--- src/rtl/mmu_yram_p2s_pkg.sv ---
// ----------------------------------------------------------------------------
// mmu_yram_p2s_pkg
// Shared definitions for the result-side parallel-in / serial-out buffer.
//   - Default geometry (bits per lane, lanes per beat, lanes per word,
//     address width) used as parameter defaults by the top level.
//   - State encoding of the beat-streaming FSM.
// ----------------------------------------------------------------------------
package mmu_yram_p2s_pkg;

    localparam int P2S_INTWIDTH = 16;
    localparam int P2S_CORE_N   = 4;
    localparam int P2S_KSIZE    = 16;
    localparam int P2S_VAW      = 8;

    typedef enum logic {
        ST_IDLE   = 1'b0,
        ST_STREAM = 1'b1
    } p2s_state_t;

endpackage

--- src/rtl/mmu_yram_p2s_wfifo2.sv ---
// ----------------------------------------------------------------------------
// mmu_wfifo2
// Two-entry FIFO of arbitrary width; the head entry is always visible.
// Ports:
//   clk      in   clock, rising edge
//   rst      in   asynchronous active-high reset (pointers and count only)
//   i_push   in   write i_din at the tail (ignored when full)
//   i_pop    in   drop the head entry (ignored when empty)
//   i_din    in   W-bit entry to write
//   o_head   out  current head entry
//   o_count  out  number of stored entries, 0..2
//   o_full   out  count == 2
//   o_empty  out  count == 0
// ----------------------------------------------------------------------------
module mmu_wfifo2 #(
    parameter int W = 8
) (
    input  logic         clk,
    input  logic         rst,
    input  logic         i_push,
    input  logic         i_pop,
    input  logic [W-1:0] i_din,
    output logic [W-1:0] o_head,
    output logic [1:0]   o_count,
    output logic         o_full,
    output logic         o_empty
);

    logic [W-1:0] r_mem0;
    logic [W-1:0] r_mem1;
    logic         r_wr_ptr;
    logic         r_rd_ptr;
    logic [1:0]   r_count;
    logic         w_push;
    logic         w_pop;

    assign o_full  = (r_count == 2'd2);
    assign o_empty = (r_count == 2'd0);
    assign o_count = r_count;
    assign w_push  = i_push & ~o_full;
    assign w_pop   = i_pop & ~o_empty;
    assign o_head  = r_rd_ptr ? r_mem1 : r_mem0;

    always_ff @(posedge clk or posedge rst) begin
        if (rst) begin
            r_wr_ptr <= 1'b0;
            r_rd_ptr <= 1'b0;
            r_count  <= 2'd0;
        end else begin
            if (w_push) r_wr_ptr <= ~r_wr_ptr;
            if (w_pop)  r_rd_ptr <= ~r_rd_ptr;
            case ({w_push, w_pop})
                2'b10:   r_count <= r_count + 2'd1;
                2'b01:   r_count <= r_count - 2'd1;
                default: r_count <= r_count;
            endcase
        end
    end

    // Entry storage carries no reset: contents are only observed while count != 0.
    always_ff @(posedge clk) begin
        if (w_push) begin
            if (r_wr_ptr) r_mem1 <= i_din;
            else          r_mem0 <= i_din;
        end
    end

endmodule

--- src/rtl/mmu_yram_p2s.sv ---
// ----------------------------------------------------------------------------
// mmu_yram_p2s
// Parallel-in / serial-out result buffer. Each accepted KSIZE-lane word is
// replayed as ITERA = KSIZE/CORE_N beats of CORE_N lanes, lane 0 first, each
// beat tagged with the per-bank write address head_addr*ITERA + beat.
// Ports:
//   clk           in   clock, rising edge
//   rst_n         in   asynchronous reset, active-high despite the name
//   Y_din         in   INTWIDTH*KSIZE wide input word
//   Y_din_addr    in   word address
//   Y_din_valid   in   input word valid
//   Y_din_ready   out  buffer has a free slot (registered state only)
//   Y_dout        out  current CORE_N-lane beat
//   Y_dout_addr   out  beat address (truncated to VAW bits)
//   Y_dout_valid  out  beat valid
//   Y_dout_ready  in   downstream accepts beat
//   Y_dout_last   out  current beat is the final one of its word
//   busy          out  at least one word is buffered
//   word_done     out  one-cycle pulse after a word's last beat is accepted
// ----------------------------------------------------------------------------
module mmu_yram_p2s
    import mmu_yram_p2s_pkg::*;
#(
    parameter int INTWIDTH = P2S_INTWIDTH,
    parameter int CORE_N   = P2S_CORE_N,
    parameter int KSIZE    = P2S_KSIZE,
    parameter int VAW      = P2S_VAW
) (
    input  logic                         clk,
    input  logic                         rst_n,
    input  logic [INTWIDTH*KSIZE-1:0]    Y_din,
    input  logic [VAW-1:0]               Y_din_addr,
    input  logic                         Y_din_valid,
    output logic                         Y_din_ready,
    output logic [INTWIDTH*CORE_N-1:0]   Y_dout,
    output logic [VAW-1:0]               Y_dout_addr,
    output logic                         Y_dout_valid,
    input  logic                         Y_dout_ready,
    output logic                         Y_dout_last,
    output logic                         busy,
    output logic                         word_done
);

    localparam int ITERA  = KSIZE / CORE_N;
    localparam int BW     = $clog2(ITERA);
    localparam int BEAT_W = INTWIDTH * CORE_N;
    localparam int WORD_W = INTWIDTH * KSIZE;
    localparam int ENT_W  = WORD_W + VAW;
    localparam logic [BW-1:0] LAST_BEAT = BW'(ITERA - 1);

    p2s_state_t        r_state;
    logic [BW-1:0]     r_beat;
    logic              r_word_done;

    logic [ENT_W-1:0]  w_head;
    logic [WORD_W-1:0] w_head_data;
    logic [VAW-1:0]    w_head_addr;
    logic [1:0]        w_count;
    logic [1:0]        w_count_nxt;
    logic              w_full;
    logic              w_empty;
    logic              w_push;
    logic              w_fire;
    logic              w_last_beat;
    logic              w_pop;
    logic [BEAT_W-1:0] w_beats [ITERA];
    logic [VAW-1:0]    w_beat_addr;

    mmu_wfifo2 #(
        .W(ENT_W)
    ) u_wfifo (
        .clk     (clk),
        .rst     (rst_n),
        .i_push  (w_push),
        .i_pop   (w_pop),
        .i_din   ({Y_din, Y_din_addr}),
        .o_head  (w_head),
        .o_count (w_count),
        .o_full  (w_full),
        .o_empty (w_empty)
    );

    assign w_head_data = w_head[ENT_W-1:VAW];
    assign w_head_addr = w_head[VAW-1:0];

    // Ready comes straight from the stored count, so a slot freed by a pop
    // only shows up on the following cycle.
    assign Y_din_ready = ~w_full;
    assign w_push      = Y_din_valid & Y_din_ready;
    assign w_fire      = Y_dout_valid & Y_dout_ready;
    assign w_last_beat = (r_beat == LAST_BEAT);
    assign w_pop       = w_fire & w_last_beat;

    always_comb begin
        w_count_nxt = w_count;
        case ({w_push, w_pop})
            2'b10:   w_count_nxt = w_count + 2'd1;
            2'b01:   w_count_nxt = w_count - 2'd1;
            default: w_count_nxt = w_count;
        endcase
    end

    always_ff @(posedge clk or posedge rst_n) begin
        if (rst_n) begin
            r_state     <= ST_IDLE;
            r_beat      <= '0;
            r_word_done <= 1'b0;
        end else begin
            r_word_done <= w_pop;
            case (r_state)
                ST_IDLE: begin
                    r_beat <= '0;
                    if (w_push) r_state <= ST_STREAM;
                end
                ST_STREAM: begin
                    if (w_fire) begin
                        if (w_last_beat) begin
                            r_beat <= '0;
                            if (w_count_nxt == 2'd0) r_state <= ST_IDLE;
                        end else begin
                            r_beat <= r_beat + 1'b1;
                        end
                    end
                end
                default: begin
                    r_state <= ST_IDLE;
                    r_beat  <= '0;
                end
            endcase
        end
    end

    // Split the head word into beats; beat b holds lanes b*CORE_N .. b*CORE_N+CORE_N-1.
    for (genvar g = 0; g < ITERA; g++) begin : g_beats
        assign w_beats[g] = w_head_data[g*BEAT_W +: BEAT_W];
    end

    // ITERA is a power of two, so head_addr*ITERA + beat is a shift plus OR;
    // the shift drops the top bits, giving the mod 2^VAW wrap.
    assign w_beat_addr = (w_head_addr << BW) | VAW'(r_beat);

    assign Y_dout_valid = ~w_empty;
    assign busy         = ~w_empty;
    assign Y_dout_last  = Y_dout_valid & w_last_beat;
    assign Y_dout       = Y_dout_valid ? w_beats[r_beat] : '0;
    assign Y_dout_addr  = Y_dout_valid ? w_beat_addr : '0;
    assign word_done    = r_word_done;

endmodule
--- config.mk ---
export PLATFORM = sky130hd
export DESIGN_NAME = mmu_yram_p2s
export DESIGN_NICKNAME = d
export VERILOG_FILES = /design/src/rtl/mmu_yram_p2s_pkg.sv /design/src/rtl/mmu_yram_p2s_wfifo2.sv /design/src/rtl/mmu_yram_p2s.sv
export SDC_FILE = /design/constraint.sdc
export NUM_CORES = 1
export LEC_CHECK = 0
export CORE_MARGIN = 3
export CORE_UTILIZATION = 48
export DETAILED_ROUTE_END_ITERATION = 10
export GPL_TIMING_DRIVEN = 0
export HOLD_SLACK_MARGIN = 0.12
export PLACE_DENSITY = 0.76
export SYNTH_ARGS = -nofsm -noshare
export SYNTH_HDL_FRONTEND = slang
export SYNTH_SLANG_ARGS = --single-unit
--- constraint.sdc ---
create_clock -name clk -period 13.05 [get_ports clk]
set_clock_uncertainty 0.15 [all_clocks]
set_input_delay 1.9575 -clock clk [delete_from_list [all_inputs] [get_ports clk]]
set_output_delay 1.9575 -clock clk [all_outputs]
set_load 0.05 [all_outputs]
==> results of run 1 <==
[worst register-to-register path, delay by kind of cell, from the launching register on]
family,cells,cell delay [ns]
AND/OR/NAND/NOR,2,0.50
adder cells (fa/ha/maj),1,0.19
buffers and inverters,7,1.23
flip-flops,1,0.40
[logic make-up (layout without fill, tap and decap cells)]
| kind of cell | after synthesis | in the layout | synth area share (%) |
|---|---|---|---|
| AOI/OAI and AO/OA | 4 | 4 | 0.135 |
| xor gates and xnor gates | 4 | 4 | 0.172 |
| other | 0 | 4 | 0 |
| buffers and inverters | 54 | 504 | 1.42 |
| adders and majority gates | 6 | 6 | 0.369 |
| muxes | 201 | 201 | 17.8 |
| DFF | 532 | 532 | 78.4 |
| and+or+nand+nor | 86 | 86 | 1.71 |
[flip-flops by register name, indices dropped and copies added (netlist names)]
register,count
u_wfifo.r_mem0,262
u_wfifo.r_mem1,262
r_beat,2
u_wfifo.o_count,2
r_state,1
u_wfifo.r_rd_ptr,1
u_wfifo.r_wr_ptr,1
word_done,1
[synthesized netlist by cell type (4+ instances only)]
| cell | n | share of area [%] |
|---|---|---|
| sky130_fd_sc_hd__nor2b_1 | 6 | 0.18 |
| sky130_fd_sc_hd__nor2_1 | 74 | 1.4 |
| sky130_fd_sc_hd__edfxtp_1 | 524 | 77 |
| sky130_fd_sc_hd__clkbuf_1 | 13 | 0.24 |
| sky130_fd_sc_hd__mux2i_1 | 73 | 3.6 |
| sky130_fd_sc_hd__ha_1 | 6 | 0.37 |
| sky130_fd_sc_hd__mux4_2 | 128 | 14 |
| sky130_fd_sc_hd__inv_1 | 7 | 0.13 |
| sky130_fd_sc_hd__dfrtp_1 | 8 | 0.99 |
| sky130_fd_sc_hd__buf_6 | 7 | 0.39 |
| sky130_fd_sc_hd__and2_1 | 4 | 0.12 |
| sky130_fd_sc_hd__buf_2 | 23 | 0.57 |
[layout make-up]
class | instances | area share (%)
clock inverter | 15 | 0.601
antenna | 4 | 0.0379
timing repair buffer | 357 | 14.4
buffer | 47 | 0.990
sequential | 532 | 60.3
multi-input combinational | 301 | 15.5
tap | 532 | 2.52
inverter | 7 | 0.0994
clock buffer | 78 | 5.53
[layer usage]
| metal | global-route usage (%) | vias to the layer above |
|---|---|---|
| met5 | 0 | - |
| met4 | 6.17 | 6 |
| met3 | 6.08 | 63 |
| met2 | 33.4 | 358 |
| met1 | 26.0 | 5258 |
| li1 | - | 4514 |
[through the flow]
| step | setup WS [ns] | power [W] | cells |
|---|---|---|---|
| after floorplan | 3.52 | 0.00443 | 887 |
| after global placement | -0.593 | 0.00536 | 1761 |
| after detailed placement | 8.00 | 0.00531 | 1776 |
| after CTS | 7.30 | 0.00676 | 1869 |
| after global routing | 7.15 | 0.00697 | 1871 |
| final | 7.38 | 0.00667 | 1873 |
[power groups by stage]
stage | Sequential, W | Clock (W) | Combinational [W]
finish | 0.00241 | 0.00142 | 0.00283
global route | 0.00244 | 0.00153 | 0.00300
CTS | 0.00242 | 0.00146 | 0.00288
detailed placement | 0.00245 | 0 | 0.00287
global placement | 0.00261 | 0 | 0.00275
floorplan | 0.00253 | 0 | 0.00189
[path summary, 6_finish.rpt]
kind / endpoint / start / slack [ns] / depth (start not counted)
setup / recovery: Y_dout[20] / u_wfifo.o_count[0] / 7.38 / 6
max in group asynchronous: u_wfifo.r_rd_ptr / rst_n / 11.04 / 2
hold reg to reg: u_wfifo.o_count[0] / u_wfifo.o_count[0] / 0.36 / 1
setup reg to reg: u_wfifo.r_mem0[226] / u_wfifo.o_count[0] / 10.22 / 10
hold / removal: u_wfifo.o_count[0] / u_wfifo.o_count[0] / 0.36 / 1
min in group asynchronous: r_state / rst_n / 1.46 / 2
==> load_flow_metrics.sql, run 1 <==
INSERT INTO impl_metrics (metric_group, metric, value, unit) VALUES
('layout', 'final_cell_mix', 'sky130_fd_sc_hd__edfxtp_1 (524), sky130_fd_sc_hd__clkdlybuf4s50_1 (342), sky130_fd_sc_hd__mux4_2 (128)', ''),
('setup_path', 'critical_path.startpoint_type', 'flop', ''),
('global_routing', 'grt_first_pass_wirelength', '67000', 'µm'),
('detailed_routing', 'routed_wire_length_per_instance', '23.9', 'µm'),
('sta', 'maxSlewViolCount', '0', ''),
('yosys', 'synth_cell_type_count', '20', ''),
('clocking', 'clk_latency', '0.60', 'ns'),
('global_routing', 'first_global_vias', '11200', ''),
('detailed_routing', 'top_layer', 'met5', ''),
('power_and_ir_drop', 'power_report.internal_total', '0.00426', 'W'),
('layout', 'sequential_cell_area', '0.0159', 'mm²'),
('clocking', 'post-cts-setup-buffer-count', '0', ''),
('global_routing', 'grt_util_all_layers', '20.1', '%'),
('setup_path', 'cp_top_family', 'buffers and inverters', ''),
('detailed_routing', 'wirelength_met1', '17500', 'µm'),
('setup_path', 'cells_along_the_critical_path', 'inv_1, ha_1, clkbuf_1, clkbuf_1, nor2_1, clkdlybuf4s50_1', ''),
('detailed_routing', 'firstDrtPassIters', '5', ''),
('place', 'port-buffer-count', '342', ''),
('detailed_routing', 'wl_met3', '3590', 'µm'),
('yosys', 'flop_and_latch_count_out_of_synthesis', '532', ''),
('clocking', 'htreeDepth', '2', ''),
('power_and_ir_drop', 'power.sequential.fraction', '36.2', '%'),
('layout', 'final_net_count', '1574', ''),
('layout', 'syn2layout_area_growth', '30.0', '%'),
('place', 'gp_congestion', '0.739', ''),
('yosys', 'mappedNetlistArea', '0.0203', 'mm²'),
('sta', 'fin_crit_sh', '43.5', '%'),
('place', 'place_area', '0.0248', 'mm²'),
('detailed_routing', 'initialDrtViolationCount', '794', ''),
('setup_path', 'critPathBufInv', '4', ''),
('sta', 'setup_tns_after_final_layout', '0', 'ns'),
('sta', 'rsz0062_at_grt', 'no', ''),
('floorplanning', 'core.rowCount', '74', ''),
('power_and_ir_drop', 'power-per-cell-area', '252', 'mW/mm²'),
('setup_path', 'crit_path_max_fanout', '10', ''),
('setup_path', 'setup.worst_path.class', 'flop to output port', ''),
('power_and_ir_drop', 'total_leakage_power', '8.86', 'nW'),
('yosys', 'fraction_of_the_yosys_area_taken_by_sequential_cells', '78.4', '%'),
('detailed_routing', 'finalWirelength', '44800', 'µm'),
('setup_path', 'worst_stage_delay_on_the_critical_path', '0.75', 'ns'),
('layout', 'finish.instance_area', '0.0264', 'mm²'),
('clocking', 'clock_tree.root_cell', 'sky130_fd_sc_hd__clkbuf_16', ''),
('setup_path', 'timing.critical_path.slowest_stage_cell', 'sky130_fd_sc_hd__clkdlybuf4s50_1', ''),
('setup_path', 'worstSetupEndpointType', 'output port', ''),
('clocking', 'cts_max_path_buffers', '3', ''),
('yosys', 'synth_enable_flop_cells', '524', ''),
('floorplanning', 'die_w', '212', 'µm'),
('sta', 'final-setup-viol-count', '0', ''),
('detailed_routing', 'wl_met2', '22700', 'µm'),
('sta', 'tightest_slew', '0.941', 'ns'),
('clocking', 'cts_tree', 'built', ''),
('global_routing', 'grt_antenna_before_repair', '6', ''),
('run_status', 'outcome', 'finished clean', ''),
('worst_hold_path', 'hold_class', 'flop to flop', ''),
('clocking', 'cts-buffers-inserted', '54', ''),
('power_and_ir_drop', 'netSwitchingPower', '0.00241', 'W'),
('setup_path', 'cp.arrival', '3.56', 'ns'),
('clocking', 'post_cts_gate_resize_count', '0', ''),
('yosys', 'synth_cells', '887', ''),
('layout', 'fraction_of_final_layout_cells_sized_beyond_drive_strength_1', '18.0', '%'),
('floorplanning', 'placeable_core_region', '0.0413', 'mm²'),
('setup_path', 'data_required_time_at_the_worst_endpoint', '10.94', 'ns'),
('place', 'place_hpwl', '30500', 'µm'),
('power_and_ir_drop', 'switching_share', '36.1', '%'),
('sta', 'fmax', '0.176', 'GHz'),
('layout', 'postLayoutCoreUtil', '64.0', '%'),
('yosys', 'syn_area_per_cell', '22.9', 'µm²'),
('detailed_routing', 'routed-via-count', '10200', ''),
('sta', 'hold_slack', '0.362', 'ns'),
('floorplanning', 'die_area', '0.0448', 'mm²'),
('power_and_ir_drop', 'p_clk_share', '21.3', '%');
(Power assumes the default switching activity.)
==> run 2, diff against run 1 <==
--- a/config.mk
+++ b/config.mk
@@ -6,7 +6,7 @@
 export NUM_CORES = 1
 export LEC_CHECK = 0
 export CORE_MARGIN = 3
-export CORE_UTILIZATION = 48
+export CORE_UTILIZATION = 50
 export DETAILED_ROUTE_END_ITERATION = 10
 export GPL_TIMING_DRIVEN = 0
 export HOLD_SLACK_MARGIN = 0.12
==> constraint.sdc (replaced) <==
create_clock -name clk -period 5.7 [get_ports clk]
set_clock_uncertainty 0.15 [all_clocks]
set_input_delay 0.855 -clock clk [delete_from_list [all_inputs] [get_ports clk]]
set_output_delay 0.855 -clock clk [all_outputs]
set_load 0.05 [all_outputs]
==> run 2 against run 1 <==
Effect of this change: first-iteration DRC count grew 6.3%; final area shrank 0.45%; routed wire length shrank 1.4%; combinational power grew 130%; count of clock-buffer cells in the layout shrank 17; global-route usage grew 0.62 points; non-clock buffer count shrank 2; sequential power grew 130%; register-to-register slack lost 7.3 ns; via count shrank 0.28%; largest cell class unchanged.
==> load_flow_metrics.sql, run 2 (synthesis gave the netlist of run 1 again) <==
INSERT INTO impl_metrics (metric_group, metric, value, unit) VALUES
('run_status', 'outcome', 'finished clean', ''),
('global_routing', 'grt_first_pass_wirelength', '67500', 'µm'),
('detailed_routing', 'finalWirelength', '44200', 'µm'),
('clocking', 'post-cts-setup-buffer-count', '0', ''),
('layout', 'syn2layout_area_growth', '29.5', '%'),
('layout', 'final_net_count', '1570', ''),
('layout', 'largest_registers', 'u_wfifo.r_mem0: 262 flops, u_wfifo.r_mem1: 262 flops', ''),
('layout', 'mostFrequentLayoutCell', 'sky130_fd_sc_hd__edfxtp_1', ''),
('place', 'dp_worst_setup_slack', '1.76', 'ns'),
('sta', 'layout_min_cycle_time', '4.49', 'ns'),
('floorplanning', 'die_area', '0.0431', 'mm²'),
('floorplanning', 'ios', '345', ''),
('setup_path', 'cp.arrival', '3.49', 'ns'),
('global_routing', 'grt_antenna_before_repair', '6', ''),
('detailed_routing', 'initialDrtViolationCount', '844', ''),
('global_routing', 'largest_net_degree_at_the_start_of_global_routing', '66', ''),
('floorplanning', 'core.rowCount', '73', ''),
('setup_path', 'crit_path_max_fanout', '10', ''),
('power_and_ir_drop', 'peakVddDrop', '0.000362', 'V'),
('worst_hold_path', 'hold_class', 'flop to flop', ''),
('sta', 'hold_slack', '0.394', 'ns'),
('clocking', 'cts-buffers-inserted', '52', ''),
('clocking', 'cts_max_path_buffers', '3', ''),
('place', 'place_area', '0.0247', 'mm²'),
('setup_path', 'critical_path.startpoint_type', 'flop', ''),
('sta', 'maxSlewViolCount', '0', ''),
('sta', 'max-slew-margin-rel', '36.9', '%'),
('layout', 'finish.instance_area', '0.0263', 'mm²'),
('clocking', 'post_cts_gate_resize_count', '0', ''),
('detailed_routing', 'firstDrtPassIters', '5', ''),
('global_routing', 'grt_util_all_layers', '20.8', '%'),
('detailed_routing', 'drc_errors', '0', ''),
('setup_path', 'data_required_time_at_the_worst_endpoint', '4.70', 'ns'),
('detailed_routing', 'routed-via-count', '10200', ''),
('sta', 'tightest_slew', '0.946', 'ns'),
('power_and_ir_drop', 'total_power', '0.0152', 'W'),
('place', 'port-buffer-count', '342', ''),
('clocking', 'cts_tree', 'built', ''),
('clocking', 'cts_hold_buffers', '0', ''),
('clocking', 'htreeDepth', '2', ''),
('layout', 'postLayoutCoreUtil', '65.9', '%'),
('place', 'place_hpwl', '30000', 'µm'),
('sta', 'final-setup-viol-count', '0', ''),
('floorplanning', 'die-height', '208', 'µm'),
('sta', 'fin_crit_sh', '78.8', '%'),
('detailed_routing', 'routed_via_density', '5.46', ''),
('floorplanning', 'initial_standard_cell_utilization_of_the_core', '50.9', '%'),
('detailed_routing', 'ant_nets', '0', ''),
('detailed_routing', 'routed_wire_length_per_instance', '23.7', 'µm'),
('flow_run', 'drv.max_cap_violation_count', '0', ''),
('power_and_ir_drop', 'power-per-cell-area', '576', 'mW/mm²'),
('setup_path', 'worstSetupEndpointType', 'output port', ''),
('layout', 'final_cell_mix', 'sky130_fd_sc_hd__edfxtp_1 (524), sky130_fd_sc_hd__clkdlybuf4s50_1 (342), sky130_fd_sc_hd__mux4_2 (128)', ''),
('sta', 'fmax', '0.223', 'GHz'),
('setup_path', 'setup.worst_path.class', 'flop to output port', ''),
('sta', 'post-route-worst-setup-slack', '1.21', 'ns'),
('clocking', 'tritoncts_num_sinks', '532', ''),
('clocking', 'clock_tree.root_cell', 'sky130_fd_sc_hd__clkbuf_16', ''),
('sta', 'timing_hold_violations_final', '0', ''),
('global_routing', 'first_global_vias', '11000', ''),
('clocking', 'clk_transition_reported_paths', '0.06', 'ns'),
('sta', 'rsz0062_at_grt', 'no', ''),
('floorplanning', 'die_w', '208', 'µm'),
('floorplanning', 'placeable_core_region', '0.0399', 'mm²'),
('place', 'gp_congestion', '0.729', ''),
('layout', 'fraction_of_final_layout_cells_sized_beyond_drive_strength_1', '18.2', '%'),
('clocking', 'clk_latency', '0.57', 'ns'),
('global_routing', 'global_route.overflow_total', '0', ''),
('power_and_ir_drop', 'total_leakage_power', '8.82', 'nW');
run 2: routing by layer:
metal | vias to the layer above | GRT usage, % | share of wire (%)
li1 | 4508 | - | -
met1 | 5231 | 27.6 | 39
met3 | 80 | 5.59 | 7.6
met2 | 343 | 34.5 | 50
met5 | - | 0 | 0.14
met4 | 8 | 5.66 | 2.3
run 2: worst paths after layout:
kind / end / startpoint / slack, ns / cells after the start
setup / recovery: Y_dout[10] / u_wfifo.o_count[0] / 1.21 / 6
hold / removal: u_wfifo.r_wr_ptr / u_wfifo.r_wr_ptr / 0.39 / 1
setup reg to reg: u_wfifo.r_mem1[27] / u_wfifo.o_count[0] / 2.92 / 8
hold reg to reg: u_wfifo.r_wr_ptr / u_wfifo.r_wr_ptr / 0.39 / 1
max in group asynchronous: u_wfifo.r_rd_ptr / rst_n / 4.75 / 2
min in group asynchronous: r_beat[0] / rst_n / 0.40 / 2
run 2: power by group:
group	switching, W	leakage [nW]	internal (W)
combinational	0.00390	3.06	0.00252
clock	0.00135	0.786	0.00186
sequential	0.000192	4.97	0.00533
run 2: worst max-delay path: stages (launching register included):
cell and delay [ns]:
sky130_fd_sc_hd__dfrtp_1 0.43, sky130_fd_sc_hd__inv_1 0.10, sky130_fd_sc_hd__ha_1 0.19, sky130_fd_sc_hd__clkbuf_1 0.72, sky130_fd_sc_hd__clkbuf_1 0.55, sky130_fd_sc_hd__nor2_1 0.17, sky130_fd_sc_hd__clkdlybuf4s50_1 0.74
run 2: final cells by class:
class	instances	area, µm²
plain buffers	47	262
multi-input cells	301	4110
fillers	2596	13600
clock buffers	61	1360
inverters	7	26.3
clock inverters	31	239
flip-flops and latches	532	15900
well taps	525	657
diodes	4	10.0
repair buffers	355	3710
run 2: through the flow:
stage / TNS [ns] / std cells
final: 0 / 1863
after global routing: 0 / 1860
after CTS: 0 / 1859
after detailed placement: 0 / 1767
after global placement: -980.12 / 1754
after floorplan: 0 / 887
==> run 3, diff against run 2 <==
--- a/config.mk
+++ b/config.mk
@@ -6,7 +6,7 @@
 export NUM_CORES = 1
 export LEC_CHECK = 0
 export CORE_MARGIN = 3
-export CORE_UTILIZATION = 50
+export CORE_UTILIZATION = 48
 export DETAILED_ROUTE_END_ITERATION = 10
 export GPL_TIMING_DRIVEN = 0
 export HOLD_SLACK_MARGIN = 0.12
==> constraint.sdc (replaced) <==
create_clock -name clk -period 4.05 [get_ports clk]
set_clock_uncertainty 0.15 [all_clocks]
set_input_delay 0.6075 -clock clk [delete_from_list [all_inputs] [get_ports clk]]
set_output_delay 0.6075 -clock clk [all_outputs]
set_load 0.05 [all_outputs]
==> run 3 against run 2 <==
Effect of this change: die area increased by 4.0%; first-iteration DRC count fell by 7.1%; non-clock buffer count grew 1; routed wire length shrank 0.29%.
==> load_flow_metrics.sql, run 3 (synthesis gave the netlist of run 1 again) <==
INSERT INTO impl_metrics (metric_group, metric, value, unit) VALUES
('run_status', 'outcome', 'finished clean', ''),
('setup_path', 'worst_r2r_src', 'u_wfifo.o_count[0]', ''),
('detailed_routing', 'drc_errors', '0', ''),
('detailed_routing', 'routed_via_density', '5.37', ''),
('detailed_routing', 'finalWirelength', '44100', 'µm'),
('floorplanning', 'placeable_core_region', '0.0413', 'mm²'),
('clocking', 'clock_tree.root_cell', 'sky130_fd_sc_hd__clkbuf_16', ''),
('sta', 'hold_slack', '0.367', 'ns'),
('worst_hold_path', 'whs_endpoint', 'u_wfifo.o_count[0]', ''),
('place', 'port-buffer-count', '342', ''),
('detailed_routing', 'ant_nets', '0', ''),
('setup_path', 'rrSetupSlack', '0.91', 'ns'),
('global_routing', 'grt_antenna_before_repair', '9', ''),
('clocking', 'cts-buffers-inserted', '53', ''),
('place', 'gp_congestion', '0.748', ''),
('detailed_routing', 'initialDrtViolationCount', '784', ''),
('setup_path', 'cp.arrival', '3.12', 'ns'),
('layout', 'final_cell_mix', 'sky130_fd_sc_hd__edfxtp_1 (524), sky130_fd_sc_hd__clkdlybuf4s50_1 (279), sky130_fd_sc_hd__mux4_2 (128)', ''),
('sta', 'layout_min_cycle_time', '3.87', 'ns'),
('place', 'dpl.cell_count', '1774', ''),
('global_routing', 'grt_util_all_layers', '19.8', '%'),
('flow_run', 'drv.max_cap_violation_count', '0', ''),
('sta', 'max-slew-margin-rel', '38.4', '%'),
('worst_hold_path', 'hold_path_cells', '1', ''),
('floorplanning', 'core.rowCount', '74', ''),
('setup_path', 'rr_worst_depth', '10', ''),
('floorplanning', 'die-height', '212', 'µm'),
('setup_path', 'critical_path.startpoint_type', 'flop', ''),
('clocking', 'clk_transition_reported_paths', '0.06', 'ns'),
('setup_path', 'setup.worst_path.class', 'flop to output port', ''),
('worst_hold_path', 'worstHoldStart', 'u_wfifo.o_count[0]', ''),
('worst_hold_path', 'hold_class', 'flop to flop', ''),
('layout', 'fraction_of_final_layout_cells_sized_beyond_drive_strength_1', '19.1', '%'),
('detailed_routing', 'firstDrtPassIters', '4', ''),
('setup_path', 'crit_path_max_fanout', '10', ''),
('power_and_ir_drop', 'power-per-cell-area', '811', 'mW/mm²'),
('sta', 'fmax', '0.258', 'GHz'),
('power_and_ir_drop', 'peakVddDrop', '0.000559', 'V'),
('layout', 'mostFrequentLayoutCell', 'sky130_fd_sc_hd__edfxtp_1', ''),
('layout', 'syn2layout_area_growth', '30.6', '%'),
('sta', 'fin_crit_sh', '95.6', '%'),
('clocking', 'cts_tree', 'built', ''),
('clocking', 'post-cts-setup-buffer-count', '0', ''),
('clocking', 'clk_latency', '0.58', 'ns'),
('layout', 'final_net_count', '1572', ''),
('place', 'place_hpwl', '30100', 'µm'),
('power_and_ir_drop', 'total_leakage_power', '9.17', 'nW'),
('layout', 'final_cells', '1880', ''),
('global_routing', 'global_route.overflow_total', '0', ''),
('global_routing', 'grt_first_pass_wirelength', '65900', 'µm'),
('floorplanning', 'die_w', '212', 'µm'),
('sta', 'maxSlewViolCount', '0', ''),
('clocking', 'htreeDepth', '2', ''),
('sta', 'tightest_slew', '0.924', 'ns'),
('clocking', 'cts_max_path_buffers', '3', ''),
('sta', 'rsz0062_at_grt', 'no', ''),
('detailed_routing', 'routed-via-count', '10100', ''),
('global_routing', 'largest_net_degree_at_the_start_of_global_routing', '64', ''),
('layout', 'largest_registers', 'u_wfifo.r_mem0: 262 flops, u_wfifo.r_mem1: 262 flops', ''),
('sta', 'final-setup-viol-count', '0', ''),
('setup_path', 'worstSetupEndpointType', 'output port', ''),
('floorplanning', 'initial_standard_cell_utilization_of_the_core', '49.2', '%'),
('clocking', 'tritoncts_num_sinks', '532', ''),
('sta', 'timing_hold_violations_final', '0', ''),
('power_and_ir_drop', 'total_power', '0.0215', 'W'),
('sta', 'setup_tns_after_final_layout', '0', 'ns'),
('detailed_routing', 'routed_wire_length_per_instance', '23.4', 'µm'),
('floorplanning', 'ios', '345', ''),
('setup_path', 'reg2reg_to', 'u_wfifo.r_mem0[88]', ''),
('floorplanning', 'die_area', '0.0448', 'mm²'),
('setup_path', 'data_required_time_at_the_worst_endpoint', '3.29', 'ns'),
('global_routing', 'first_global_vias', '11000', '');
[run 3: through the flow]
step,cell area (µm²),worst slack [ns],utilization (%)
finish,26500,0.177,64.3
global placement,24400,-3.67,59.2
detailed placement,24700,0.0596,59.9
global route,26500,0.00217,64.3
floorplan,20300,-1.34,-
CTS,26500,0.000127,64.2
[run 3: per-layer routing]
layer / GRT usage (%) / wire, µm / vias up
li1: - / - / 4528
met1: 25.5 / 17600 / 5142
met2: 32.9 / 21900 / 342
met3: 6.24 / 3650 / 70
met4: 5.61 / 938 / 8
met5: 0 / 46 / -
[run 3: worst max path at each step]
stage / startpoint / to / slack, ns
3_5_place_dp: u_wfifo.o_count[0] / Y_dout[33] / 0.06
2_1_floorplan: u_wfifo.o_count[0] / u_wfifo.r_mem0[0] / -1.34
3_3_place_gp: Y_din_valid / u_wfifo.r_mem0[88] / -3.67
5_1_grt: r_beat[0] / Y_dout[52] / 0.002
6_report: r_beat[0] / Y_dout[52] / 0.18
4_1_cts: r_beat[0] / Y_dout[51] / 0.0001
[run 3: worst max-delay path, stage by stage, from the launching register on]
cell and delay, ns:
sky130_fd_sc_hd__dfrtp_1 0.34, sky130_fd_sc_hd__clkbuf_1 0.32, sky130_fd_sc_hd__buf_4 0.29, sky130_fd_sc_hd__buf_2 0.32, sky130_fd_sc_hd__mux4_2 0.34, sky130_fd_sc_hd__mux2i_1 0.14
sky130_fd_sc_hd__nor2_1 0.05, sky130_fd_sc_hd__clkdlybuf4s50_1 0.71
[run 3: cell type report]
cell class	count	area [µm²]
Fill cell	2811	14700
Buffer	47	275
Clock buffer	71	1440
Clock inverter	29	389
Sequential cell	532	15900
Antenna cell	5	12.5
Tap cell	532	666
Inverter	7	30.0
Timing Repair Buffer	356	3690
Multi-Input combinational cell	301	4120
[run 3: repair_timing]
item | CTS | global route
gates resized for setup | 64 | 9
hold buffers | 1 | 0
hold endpoints to repair | 8 | 0
setup endpoints to repair | 71 | 8
pin swaps | 0 | 0
[run 3: power by group]
| group | switching (W) | total [W] | internal (W) |
|---|---|---|---|
| Clock | 0.00196 | 0.00508 | 0.00312 |
| Sequential | 0.000263 | 0.00776 | 0.00750 |
| Combinational | 0.00547 | 0.00868 | 0.00321 |
